--- config.mk ---
export PLATFORM = sky130hd
export DESIGN_NAME = id_ex_stage
export DESIGN_NICKNAME = d
export VERILOG_FILES = /design/src/rtl/id_ex_stage.sv
export SDC_FILE = /design/constraint.sdc
export NUM_CORES = 1
export LEC_CHECK = 0
export BUFFER_PORTS_ARGS = -buffer_cell sky130_fd_sc_hd__buf_2
export CELL_PAD_IN_SITES_DETAIL_PLACEMENT = 0
export CELL_PAD_IN_SITES_GLOBAL_PLACEMENT = 2
export CORE_ASPECT_RATIO = 0.6
export CORE_UTILIZATION = 25
export DETAILED_ROUTE_END_ITERATION = 7
export PLACE_DENSITY_LB_ADDON = 0.25
export SYNTH_ARGS = -nofsm -noshare
export SYNTH_HDL_FRONTEND = slang
export SYNTH_SLANG_ARGS = --single-unit
--- constraint.sdc ---
create_clock -name clock -period 1.46 [get_ports clock]
set_input_delay 0.073 -clock clock [delete_from_list [all_inputs] [get_ports clock]]
set_output_delay 0.073 -clock clock [all_outputs]
set_load 0.05 [all_outputs]
--- src/rtl/id_ex_stage.sv ---
// ID/EX pipeline register: decodes EX control bits, bypasses same-cycle writeback into operands,
// and detects load-use hazards. Optional load-use stall counter enabled by ID_EX_STATS_EN.
module id_ex_stage #(
  parameter int DATA_W = 32
) (
  input  logic              clock,
  input  logic              reset,
  input  logic              id_valid,
  input  logic [5:0]        id_opcode,
  input  logic [5:0]        id_funct,
  input  logic [4:0]        id_rs,
  input  logic [4:0]        id_rt,
  input  logic [4:0]        id_rd,
  input  logic [15:0]       id_imm,
  input  logic [DATA_W-1:0] rf_data_1,
  input  logic [DATA_W-1:0] rf_data_2,
  input  logic              wb_write,
  input  logic [4:0]        wb_reg,
  input  logic [DATA_W-1:0] wb_data,
  input  logic              flush,
  input  logic              ex_hold,
  output logic              id_stall,
  output logic              ex_valid,
  output logic              ex_reg_write,
  output logic              ex_mem_read,
  output logic [5:0]        ex_opcode,
  output logic [5:0]        ex_funct,
  output logic [4:0]        ex_rs,
  output logic [4:0]        ex_rt,
  output logic [4:0]        ex_dest,
  output logic [DATA_W-1:0] ex_a,
  output logic [DATA_W-1:0] ex_b,
  output logic [DATA_W-1:0] ex_imm,
  output logic [31:0]       stall_count
);

  // Handshake: ex_valid marks a real instruction in EX; ex_hold from EX freezes every ex_*
  // register, and id_stall tells fetch/decode to hold their instruction for this cycle.

  logic [4:0]        dec_dest;
  logic              dec_reg_write;
  logic              dec_mem_read;
  logic              dec_uses_rt;
  logic              dec_zero_ext;
  logic [DATA_W-1:0] imm_ext;
  logic [DATA_W-1:0] op_a;
  logic [DATA_W-1:0] op_b;
  logic              load_use;

  always_comb begin
    dec_dest      = 5'd0;
    dec_reg_write = 1'b0;
    dec_mem_read  = 1'b0;
    dec_uses_rt   = 1'b0;
    dec_zero_ext  = 1'b0;
    case (id_opcode)
      6'h00: begin
        dec_dest      = id_rd;
        dec_reg_write = 1'b1;
        dec_uses_rt   = 1'b1;
      end
      6'h08, 6'h09, 6'h0A, 6'h0C, 6'h0D, 6'h0F, 6'h23: begin
        dec_dest      = id_rt;
        dec_reg_write = 1'b1;
      end
      6'h2B, 6'h04, 6'h05: begin
        dec_uses_rt = 1'b1;
      end
      default: ;
    endcase
    if (id_opcode == 6'h23) dec_mem_read = 1'b1;
    if (id_opcode == 6'h0C || id_opcode == 6'h0D) dec_zero_ext = 1'b1;
    // Writes to $0 are architecturally discarded.
    if (dec_dest == 5'd0) dec_reg_write = 1'b0;
  end

  assign imm_ext = dec_zero_ext ? {{(DATA_W-16){1'b0}}, id_imm}
                                : {{(DATA_W-16){id_imm[15]}}, id_imm};

  // The zero check comes first, so a writeback aimed at $0 never leaks into an operand.
  assign op_a = (id_rs == 5'd0) ? '0 :
                (wb_write && wb_reg == id_rs) ? wb_data : rf_data_1;
  assign op_b = (id_rt == 5'd0) ? '0 :
                (wb_write && wb_reg == id_rt) ? wb_data : rf_data_2;

  assign load_use = ex_valid && ex_mem_read && (ex_dest != 5'd0) && id_valid &&
                    ((ex_dest == id_rs) || (dec_uses_rt && ex_dest == id_rt));

  assign id_stall = reset && !flush && (ex_hold || load_use);

  always_ff @(posedge clock or negedge reset) begin
    if (!reset) begin
      ex_valid     <= 1'b0;
      ex_reg_write <= 1'b0;
      ex_mem_read  <= 1'b0;
      ex_opcode    <= '0;
      ex_funct     <= '0;
      ex_rs        <= '0;
      ex_rt        <= '0;
      ex_dest      <= '0;
      ex_a         <= '0;
      ex_b         <= '0;
      ex_imm       <= '0;
    end else if (flush) begin
      ex_valid     <= 1'b0;
      ex_reg_write <= 1'b0;
      ex_mem_read  <= 1'b0;
    end else if (!ex_hold) begin
      // A load-use bubble still loads the data fields; only the control bits are squashed.
      ex_valid     <= id_valid && !load_use;
      ex_reg_write <= id_valid && dec_reg_write && !load_use;
      ex_mem_read  <= id_valid && dec_mem_read && !load_use;
      ex_opcode    <= id_opcode;
      ex_funct     <= id_funct;
      ex_rs        <= id_rs;
      ex_rt        <= id_rt;
      ex_dest      <= id_valid ? dec_dest : 5'd0;
      ex_a         <= op_a;
      ex_b         <= op_b;
      ex_imm       <= imm_ext;
    end
  end

`ifdef ID_EX_STATS_EN
  logic [31:0] stall_cnt;

  always_ff @(posedge clock or negedge reset) begin
    if (!reset) begin
      stall_cnt <= '0;
    end else if (load_use && !flush && !ex_hold && stall_cnt != 32'hFFFF_FFFF) begin
      stall_cnt <= stall_cnt + 32'd1;
    end
  end

  assign stall_count = stall_cnt;
`else
  assign stall_count = 32'd0;
`endif

endmodule

# [Yosys cells after proc, flatten, opt, wreduce, memory -nomap -nowiden]
# Index checks and enable logic that the tools add are counted.
[totals] register_bits=126 wordCells=74 output_inout_bits=159 inputBits=150
[classes] eq_ne=15 reduce_logical=28 bitwise_logic=2 muxes=18
[op_table] operator="$mux 32" count=5
[op_table] operator="$eq 6x4->1 const B" count=6
[op_table] operator="$eq 5x5->1" count=4
[op_table] operator="$logic_not 5->1" count=3
[op_table] operator="$logic_and 1x1->1" count=14
[op_table] operator="$eq 6x3->1 const B" count=2
[op_table] operator="$eq 6x6->1 const B" count=2
[op_table] operator="$mux 1" count=11
[op_table] operator="$pmux 5 s2" count=1
[op_table] operator="$reduce_or 8->1" count=1
[op_table] operator="$reduce_or 7->1" count=1
[op_table] operator="$logic_not 6->1" count=1
[op_table] operator="$mux 5" count=1
[op_table] operator="$reduce_bool 5->1" count=1
[op_table] operator="$reduce_or 4->1" count=1
[op_table] operator="$logic_or 1x1->1" count=3
[op_table] operator="$logic_not 1->1" count=2
[op_table] operator="$ne 2x2->1 const B" count=1
[op_table] operator="$not 1->1" count=2
[op_table] operator="$reduce_and 2->1" count=1

# [Depth between registers and ports, before layout]
# Gate-level depths: netlist of the first run.
[depth] ltp_word=10 mapped_depth=7 mapped_depth_nobuf=5

# [Worst setup path after synthesis of the first run]
# No wires, ideal clock.
[synth_path] path_type="register to output" start="reg ex_dest[4]" end="out id_stall" arrival_time_ns=2.569 t_required_ns=1.387 path_buffers=0 stages_incl_launch_ff=5 slack_ns=-1.182 path_cell_list="dfrtp_1 > xor2_1 > nor4_1 > nand4_1 > a311oi_1"
[synth_via] elab_chain_len=6 word_cells_on_any_way=10 cone_classes="eq/ne (2); reduce/logical (8)"
[synth_lines] element="start: declaration" line="30" text="output logic [4:0] ex_dest,"
[synth_lines] element="start signal: assignment" line="117" text="ex_dest <= id_valid ? dec_dest : 5'd0;"
[synth_lines] element="$eq 5x5->1 or $reduce_bool 5->1 (tied branches)" line="87, 86"
[synth_lines] element="$logic_and 1x1->1 (on tied branches)" line="87, 86"
[synth_lines] element="$logic_or 1x1->1 or $logic_and 1x1->1 (tied branches)" line="87, 86"
[synth_lines] element="$logic_and 1x1->1 *" line="86" text="assign load_use = ex_valid && ex_mem_read && (ex_dest != 5'd0) && id_valid &&"
[synth_lines] element="$logic_or 1x1->1 *" line="89" text="assign id_stall = reset && !flush && (ex_hold || load_use);"
[synth_lines] element="$logic_and 1x1->1 *" line="89"
[synth_lines] element="end: declaration" line="22" text="output logic id_stall,"
# Mark *: on every way between the ends. The rest lies on a longest branch, timed or not.

# [Worst setup path in the final report of the first run]
[layout_path] start="reg ex_dest[0]" end="out id_stall"
# Same word-level chain as after synthesis.

==> metrics.md, run 1 <==
| Metric | Value |
|---|---|
| Outcome | `complete, but fails checks` |
| Failing checks | `setup timing` |
| DRT Pass-1 Iters | `6` |
| Overall Global Routing Usage | `around 17%` |
| Hold Worst Slack | `~18 ps` |
| Worst Slack Setup Final | `-581 ps` |
| R2R cell count | `6` |
| Critical Path Sink Type | `primary output` |
| Setup CP Type | `flop to primary output` |
| Grt total ovfl | `0` |
| Fill count | `about 2200` |
| Routed WL per cell | `between 15 and 20 µm` |
| End of the worst register-to-register path | `ex_mem_read` |
| Die ar. | `between 0.02 and 0.025 mm²` |
| Power Density | `roughly 1200 mW/mm²` |
| R2R Path Start | `ex_dest[0]` |
| Yosys top cell by area | `dfrtp_1` |
| Vias | `approximately 5200` |
| Max Cap Viol | `0` |
| Critical path data required time | `approximately 1400 ps` |
| Peak supply drop | `between 0.0004 and 0.0005 V` |
| Largest net degree at the start of global routing | `about 110` |
| Num CTS Buffers | `9` |
| Slew Limit Fails | `0` |
| Initial antenna violation count | `3` |
| TritonCTS clock tree | `built` |
| Remaining DRCs | `0` |
| Final setup fails | `4` |
| Share of cells above drive strength 1 | `37.7%` |
| Most common cell in the synthesized netlist | `nand2_1` |
| Clock Skew | `2.02 ps` |
| Final ANT Viol Nets | `0` |
| Worst Setup SP | `ex_dest[0]` |
| Worst-case clock buffer depth | `2` |
| DPL Wire Length | `roughly 14000 µm` |
| Area delta synth->final | `49.1%` |
| Max frequency | `about 490 MHz` |
| Slew at the pin with the worst max-slew slack | `683 ps` |
| R2r setup slk | `-130 ps` |
| Pre-CTS setup slack | `-244 ps` |
| Top cells by count, synth | `191 x nand2_1, 111 x dfrtp_1, 64 x mux2i_1` |
| Worst Hold Class | `primary input to flop` |
| DRT Wirelength | `between 15000 and 20000 µm` |
| Synth top area share | `approximately 50%` |
| Worst Setup Start Kind | `flop` |
| Vias in the first global route | `approximately 5300` |
| Core area | `approximately 0.021 mm²` |
| CTS root buf | `clkbuf_16` |
| Port Buffers | `276` |
| Syn Std Cell Area | `approximately 0.0055 mm²` |
| Crit share post-route | `140%` |
| Cell area after layout | `around 0.0082 mm²` |
| Max FO, Critical Path | `4` |
| Post-synthesis sequential area ratio | `between 50 and 60%` |
| Chip width | `a little under 200 µm` |
| Final core occ | `approximately two fifths` |
| Yosys reg bits | `between 100 and 150` |
| H-tree lvl count | `3` |
| Avg Vias per Cell | `~4.3` |
| Placed instance area | `a little over 0.007 mm²` |
| Clk sinks | `111` |
| Synth Area per Inst | `9.48 µm²` |
| Fin. Hold Viols | `0` |
| Ys Warns | `0` |
| Top Ports | `between 300 and 400` |
| Synthesized instance count | `roughly 580` |
| Leak | `between 4 and 5 nW` |
| Clk Latency, worst-skew pair | `350 ps` |
| EDFF count, synth | `0` |
| Worst EP arrival | `between 1500 and 2000 ps` |
| Slew Limit Headroom | `54.4%` |
| RSZ-0062 raised after global routing | `true` |
| Tmin final | `roughly 2000 ps` |
| GP Congestion | `0.831` |
| Die span in y | `between 100 and 150 µm` |
| Synth top area cells | `dfrtp_1 50%, nand2_1 13%, mux2i_1 12%, buf_4 6.5%, o21ai_1 5.6%` |
| Final nets | `1077` |
| Yosys cell types | `37` |
| Initial DRC count | `220` |
| Starting Density | `between 20% and 30%` |
| Top_reg_cell synth | `dfrtp_1` |
| Core Rows | `41` |
| Clk slew on worst S/H paths | `around 70 ps` |
| First-pass GRT wire length | `around 29000 µm` |
| Critical path endpoint | `id_stall` |
| Async S/R FF share, synth | `100%` |
-- worst min path at each step --
stage	startpoint	to	slack (ps)	depth (start not counted)
after floorplan	reset	ex_a[0]	-220	0
after global placement	reset	ex_opcode[2]	240	2
after detailed placement	reset	ex_a[15]	260	2
after CTS	rf_data_1[15]	ex_a[15]	1	3
after global routing	wb_data[6]	ex_b[6]	9	3
final	rf_data_1[15]	ex_a[15]	20	3
-- power breakdown --
group | switching [W] | leakage (nW) | internal (W)
logic | 0.00255 | 2.63 | 0.000875
clock network | 0.00120 | 0.146 | 0.00127
registers | 0.000208 | 1.38 | 0.00345
total | 0.00396 | 4.16 | 0.00559
-- state kept, by name, indices dropped and copies added (netlist names) --
| signal | cells |
|---|---|
| ex_opcode | 6 |
| ex_funct | 6 |
| ex_rt | 5 |
| ex_b | 32 |
| ex_imm | 17 |
| ex_dest | 5 |
| ex_rs | 5 |
| ex_mem_read | 1 |
| ex_reg_write | 1 |
| ex_valid | 1 |
| ex_a | 32 |
-- kinds of logic after synthesis --
| kind of cell | share of synthesized area [%] |
|---|---|
| AND/OR/NAND/NOR | 16.0 |
| flip-flops | 50.4 |
| AO/OA/AOI/OAI | 8.55 |
| buffers and inverters | 10.2 |
| multiplexers | 11.6 |
| XOR/XNOR | 3.18 |
| other | 0.0680 |
-- critical path: stages (launching register included) --
cell and delay, ps:
dfrtp_2 440, xor2_1 160, nor4_2 310, nand4_1 220, a311oi_4 300, buf_12 180
-- stage by stage --
stage / TNS [ps] / std cells / total power [W]
global placement: -4490 / 1130 / 0.00700
global route: -1160 / 1212 / 0.0101
finish: -816 / 1214 / 0.00955
detailed placement: -7630 / 1130 / 0.00703
floorplan: -399 / 613 / 0.00609
CTS: -710 / 1210 / 0.00972
-- layer usage --
metal,vias up,routed length (µm),track usage (%)
met4,0,161,3.89
met2,180,8240,25.6
met1,2446,9060,22.3
met5,-,0,0
met3,14,1500,6.02
li1,2545,-,-
-- layout by cell type (no fill, tap or decap), types with 2 or more instances in the layout --
master	count
dlygate4sd3_1	64
a22oi_1	6
nand3_1	2
nand2_1	191
diode_2	3
nor2_1	5
buf_12	8
clkbuf_8	2
nor3_1	3
o21ai_2	2
nor4_1	2
conb_1	32
a21oi_2	2
dfrtp_1	105
clkinv_4	3
and3_2	2
o21ai_0	10
xor2_1	15
dfrtp_2	6
xnor2_1	4
mux2i_1	64
nor4_2	2
o21ai_1	61
clkbuf_16	9
nand4_1	3
inv_1	3
buf_4	34
buf_2	274
or3_1	3
-- cell type report --
class	instances	area, µm²	area share, %
Clock buffer	11	253	3.07
Clock inverter	5	40.0	0.487
Tap cell	279	349	4.25
Timing Repair Buffer	380	2430	29.5
Antenna cell	3	7.51	0.0913
Multi-Input combinational cell	422	2350	28.6
Inverter	3	11.3	0.137
Sequential cell	111	2790	33.9
-- timing repair --
| action | 4_1_cts | 5_1_grt |
|---|---|---|
| pin swaps | 0 | 5 |
| resized for setup | 3 | 2 |
| endpoints found under the hold margin | 172 | 0 |
| hold buffers | 64 | 0 |
| setup buffers | 0 | 1 |
| endpoints found under the setup margin | 4 | 4 |
No activity file was read; power rests on OpenSTA's default activity.
==> run 2, diff against run 1 <==
==> constraint.sdc (replaced) <==
create_clock -name clock -period 1.46 [get_ports clock]
set_input_delay 0.292 -clock clock [delete_from_list [all_inputs] [get_ports clock]]
set_output_delay 0.292 -clock clock [all_outputs]
set_load 0.05 [all_outputs]
==> metrics.md, run 2 (synthesis results as in run 1) <==
| Metric | Value |
|---|---|
| Commonest non-fill, non-tap cells in the layout | `255 x buf_2, 191 x nand2_1, 104 x dfrtp_1, 62 x o21ai_1, 46 x buf_4` |
| Final nets | `about 1000` |
| Port Buffers | `approximately 280` |
| Fill count | `approximately 2200` |
| Clk sinks | `111` |
| Pre-CTS setup slack | `-609 ps` |
| DRT Pass-1 Iters | `4` |
| Critical Path Sink Type | `primary output` |
| Comb pwr share | `a little over a third` |
| P_int | `0.00579 W` |
| Grt total ovfl | `0` |
| Starting Density | `around a quarter` |
| Hold buffers post-CTS | `0` |
| Max Cap Viol | `0` |
| Cell area after layout | `~0.0083 mm²` |
| Commonest non-fill, non-tap cell in the layout | `buf_2` |
| Critical path data required time | `approximately 1200 ps` |
| Max frequency | `approximately 450 MHz` |
| Crit share post-route | `153%` |
| RSZ-0062 raised after global routing | `true` |
| Worst Hold Class | `primary input to asynchronous set/reset pin` |
| Num CTS Buffers | `9` |
| GP Congestion | `slightly below 0.9` |
| Overall Global Routing Usage | `between 10% and 20%` |
| Reg power frac | `37.4%` |
| Placed instance area | `about 0.0074 mm²` |
| Worst EP arrival | `1940 ps` |
| First-pass GRT wire length | `29200 µm` |
| Initial DRC count | `206` |
| Largest regs | `ex_a (32), ex_b (32), ex_imm (17)` |
| Max FO, Critical Path | `5` |
| Power Density | `1180 mW/mm²` |
| Slew Limit Headroom | `between 50 and 60%` |
| Final ANT Viol Nets | `0` |
| Clock Skew | `1.96 ps` |
| Hold Worst Slack | `-5.92 ps` |
| Vias | `about 5100` |
| Final setup TNS | `-2400 ps` |
| Die ar. | `roughly 0.023 mm²` |
| Failing checks | `hold timing, setup timing` |
| Outcome | `complete, but fails checks` |
| Clock power frac | `26.8%` |
| DRT Wirelength | `slightly below 20000 µm` |
| DPL Wire Length | `14100 µm` |
| PnR Total Power | `between 0.009 and 0.01 W` |
| Worst-case clock buffer depth | `2` |
| Core area | `0.0213 mm²` |
| Remaining DRCs | `0` |
| Tmin final | `around 2200 ps` |
| Area delta synth->final | `50.1%` |
| Slew Limit Fails | `0` |
| NetSw | `about 0.0040 W` |
| Initial antenna violation count | `1` |
| Peak supply drop | `between 0.0005 and 0.0006 V` |
| Vias in the first global route | `approximately 5000` |
| Clk slew on worst S/H paths | `roughly 80 ps` |
| CTS root buf | `clkbuf_16` |
| Worst Setup Start Kind | `flop` |
| Slew at the pin with the worst max-slew slack | `approximately 650 ps` |
| Worst Slack Setup Final | `-772 ps` |
| Share of cells above drive strength 1 | `roughly 45%` |
| Clk Latency, worst-skew pair | `360 ps` |
| Final core occ | `between 30% and 40%` |
| Core Rows | `~40` |
| Leak | `4.15 nW` |
| Chip width | `between 150 and 200 µm` |
| Largest net degree at the start of global routing | `about 110` |
| Routed WL per cell | `roughly 17 µm` |
| Net Sw Frac | `between 40% and 50%` |
| Setup CP Type | `flop to primary output` |
| Final setup fails | `43` |
| Die span in y | `~120 µm` |
| TritonCTS clock tree | `built` |
| H-tree lvl count | `3` |
| Avg Vias per Cell | `4.33` |
| Fin. Hold Viols | `2` |
| Top Ports | `~310` |
[run 2: final timing paths]
check                      slack [ps]    startpoint  cells past startpoint           end
min                                -6         reset                      2    ex_imm[30]
max                              -770    ex_dest[2]                      5      id_stall
min in group clock                120     id_imm[1]                      3     ex_imm[1]
max in group asynchronous         950         reset                      2       ex_b[6]
min reg2reg                       470  ex_opcode[2]                      2  ex_opcode[2]
max reg2reg                      -170    ex_dest[2]                      6   ex_mem_read
[run 2: metrics by stage]
stage,cells,hold WS (ps)
finish,1170,-5.92
global route,1169,67.0
CTS,1162,49.7
detailed placement,1141,448
global placement,1141,442
floorplan,613,-3.59
[run 2: layer usage]
layer  share of wire (%)  GRT usage [%]  vias up
met5                   0              0        -
met4                 1.1           3.04        0
met1                  49           23.8     2393
met2                  42           25.2      193
met3                 8.1           6.13       14
li1                    -              -     2461
[run 2: layout make-up]
cell class                 instances  area (µm²)  share of cell area (%)
sequential                       111        2790                    33.7
clock buffer                      11         253                    3.05
multi-input combinational        422        2550                    30.8
timing repair buffer             338        2260                    27.3
antenna                            1        2.50                  0.0302
clock inverter                     5        63.8                   0.771
inverter                           3        11.3                   0.136
tap                              279         349                    4.22
[run 2: power by group through the flow]
stage	clock network, W	logic (W)	registers (W)
finish	0.00262	0.00350	0.00365
global route	0.00287	0.00371	0.00371
detailed placement	0	0.00336	0.00372
floorplan	0	0.00105	0.00505
CTS	0.00275	0.00341	0.00367
global placement	0	0.00335	0.00370
[run 2: timing repair]
action / CTS / global route
resized for setup: 35 / 68
setup endpoints to repair: 86 / 88
gates cloned: 3 / 4
pin swaps: 12 / 12
setup buffers: 2 / 5
[run 2: worst max-delay path, stage by stage, from the launching register on]
cell and delay [ps]:
dfrtp_2 440, xor2_1 150, nor4_1 280, nand4_1 240, a311oi_4 280, buf_6 200
==> run 3, diff against run 2 <==
- GPL_TIMING_DRIVEN: not set -> 0
==> metrics.md, run 3 (synthesis results as in run 1) <==
| Metric | Value |
|---|---|
| Commonest non-fill, non-tap cells in the layout | `251 x buf_2, 191 x nand2_1, 104 x dfrtp_1, 60 x o21ai_1` |
| Slew Limit Fails | `0` |
| Critical Path Sink Type | `primary output` |
| Crit share post-route | `151%` |
| Met2 wire length | `8640 µm` |
| H-tree lvl count | `3` |
| DPL Wire Length | `15300 µm` |
| Comb pwr share | `between 30% and 40%` |
| Starting Density | `25.9%` |
| Overall Global Routing Usage | `~18%` |
| Area delta synth->final | `55.6%` |
| Max FO, Critical Path | `4` |
| Diode count | `0` |
| Num CTS Buffers | `9` |
| Initial DRC count | `between 200 and 300` |
| Final Instance Count excl. Fillers | `between 1000 and 1500` |
| RSZ-0062 raised after global routing | `true` |
| Largest net degree at the start of global routing | `between 50 and 60` |
| Max frequency | `455 MHz` |
| Grt total ovfl | `0` |
| R2r setup slk | `-70 ps` |
| Vias | `approximately 5100` |
| Final setup fails | `23` |
| Worst EP arrival | `1910 ps` |
| Routed WL per cell | `roughly 17 µm` |
| Clock Skew | `between 4 and 5 ps` |
| Worst Setup Start Kind | `flop` |
| Final ANT Viol Nets | `0` |
| End of the worst register-to-register path | `ex_mem_read` |
| Final nets | `approximately 1100` |
| First-pass GRT wire length | `around 30000 µm` |
| Core Rows | `41` |
| P_int | `approximately 0.0060 W` |
| Clock power frac | `a little over a quarter` |
| R2R Path Start | `ex_dest[0]` |
| Die span in y | `about 120 µm` |
| Core area | `about 0.021 mm²` |
| Tmin final | `approximately 2200 ps` |
| TritonCTS clock tree | `built` |
| Critical path endpoint | `id_stall` |
| Outcome | `complete, but fails checks` |
| DRT Wirelength | `between 20000 and 25000 µm` |
| GP Congestion | `0.796` |
| Final setup TNS | `-1320 ps` |
| Remaining DRCs | `0` |
| Power Density | `approximately 1200 mW/mm²` |
| R2R cell count | `6` |
| Met3 WL | `1760 µm` |
| Share of cells above drive strength 1 | `approximately 46%` |
| Chip width | `194 µm` |
| Fin. Hold Viols | `55` |
| Reg power frac | `a little over a third` |
| Placed cells | `1169` |
| Final core occ | `a little over 40%` |
| Fill count | `roughly 2300` |
| NetSw | `roughly 0.004 W` |
| WL met1 | `slightly above 10000 µm` |
| Port Buffers | `~280` |
| Clk sinks | `between 100 and 150` |
| Clk slew on worst S/H paths | `approximately 80 ps` |
| Top Ports | `roughly 310` |
| DRT Pass-1 Iters | `4` |
| Clk Latency, worst-skew pair | `360 ps` |
| Worst-case clock buffer depth | `2` |
| Slew at the pin with the worst max-slew slack | `between 600 and 700 ps` |
| Worst Slack Setup Final | `-738 ps` |
| Uppermost layer routed | `met4` |
| Reg area | `0.00279 mm²` |
| Vias in the first global route | `between 4000 and 5000` |
| Multi-input logic area | `~0.0026 mm²` |
| Failing checks | `hold timing, setup timing` |
| Critical path data required time | `about 1200 ps` |
| Hold Worst Slack | `-112 ps` |
| Leak | `about 4.3 nW` |
| Die ar. | `0.0227 mm²` |
| CTS root buf | `clkbuf_16` |
| Peak supply drop | `about 0.00053 V` |
| Avg Vias per Cell | `4.26` |
| Setup CP Type | `flop to primary output` |
| Net Sw Frac | `40.7%` |
| Worst Hold Class | `primary input to asynchronous set/reset pin` |
| Max Cap Viol | `0` |
| Largest regs | `ex_a (32), ex_b (32), ex_imm (17)` |
| Slew Limit Headroom | `a little under three fifths` |
| Commonest non-fill, non-tap cell in the layout | `buf_2` |
| Initial antenna violation count | `0` |
| Worst Setup SP | `ex_dest[0]` |
## run 3: how the worst min path moves through the flow
stage | start | end | depth (start not counted)
after global placement | ex_imm[1] | ex_imm[1] | 2
final | reset | ex_imm[12] | 1
after floorplan | reset | ex_a[0] | 0
after global routing | reset | ex_imm[15] | 1
after CTS | reset | ex_imm[15] | 1
after detailed placement | reset | ex_imm[9] | 1
## run 3: final cells by class
| cell class | count | area share (%) |
|---|---|---|
| Buffer | 75 | 7.41 |
| Clock buffer | 11 | 2.95 |
| Clock inverter | 5 | 0.744 |
| Inverter | 3 | 0.131 |
| Multi-Input combinational cell | 422 | 30.1 |
| Sequential cell | 111 | 32.5 |
| Tap cell | 279 | 4.07 |
| Timing Repair Buffer | 296 | 22.2 |
## run 3: stage by stage
step	area, µm²	hold slack (ps)	setup WS, ps	total power (W)
2_1_floorplan	5670	-3.59	-550	0.00610
5_1_grt	8580	-92.5	-845	0.0106
3_5_place_dp	7440	306	-653	0.00714
4_1_cts	8310	-102	-811	0.0101
3_3_place_gp	7400	456	-2070	0.00713
6_report	8580	-112	-738	0.0101
## run 3: worst max-delay path: stages (launching register included)
cell	delay, ps
dfrtp_2	410
buf_4	160
xor2_1	130
nor3_1	140
nand4_1	170
a311oi_4	330
buf_6	190
## run 3: timing repair
item	4_1_cts	5_1_grt
buffers inserted	12	4
cloned	4	3
gates resized for setup	107	67
hold endpoints to repair	55	55
setup endpoints to repair	127	95
pin swaps	9	16
## run 3: power groups by stage
stage                     Clock (W)  Sequential, W  Combinational [W]
after floorplan                   0        0.00505            0.00105
after global placement            0        0.00372            0.00341
after detailed placement          0        0.00372            0.00342
after CTS                   0.00278        0.00366            0.00370
after global routing        0.00289        0.00370            0.00398
final                       0.00266        0.00365            0.00376
## run 3: metal layers
layer / vias to the layer above / GRT usage, %
met1: 2385 / 25.4
li1: 2527 / -
met5: - / 0
met2: 194 / 26.3
met3: 16 / 6.39
met4: 0 / 3.68
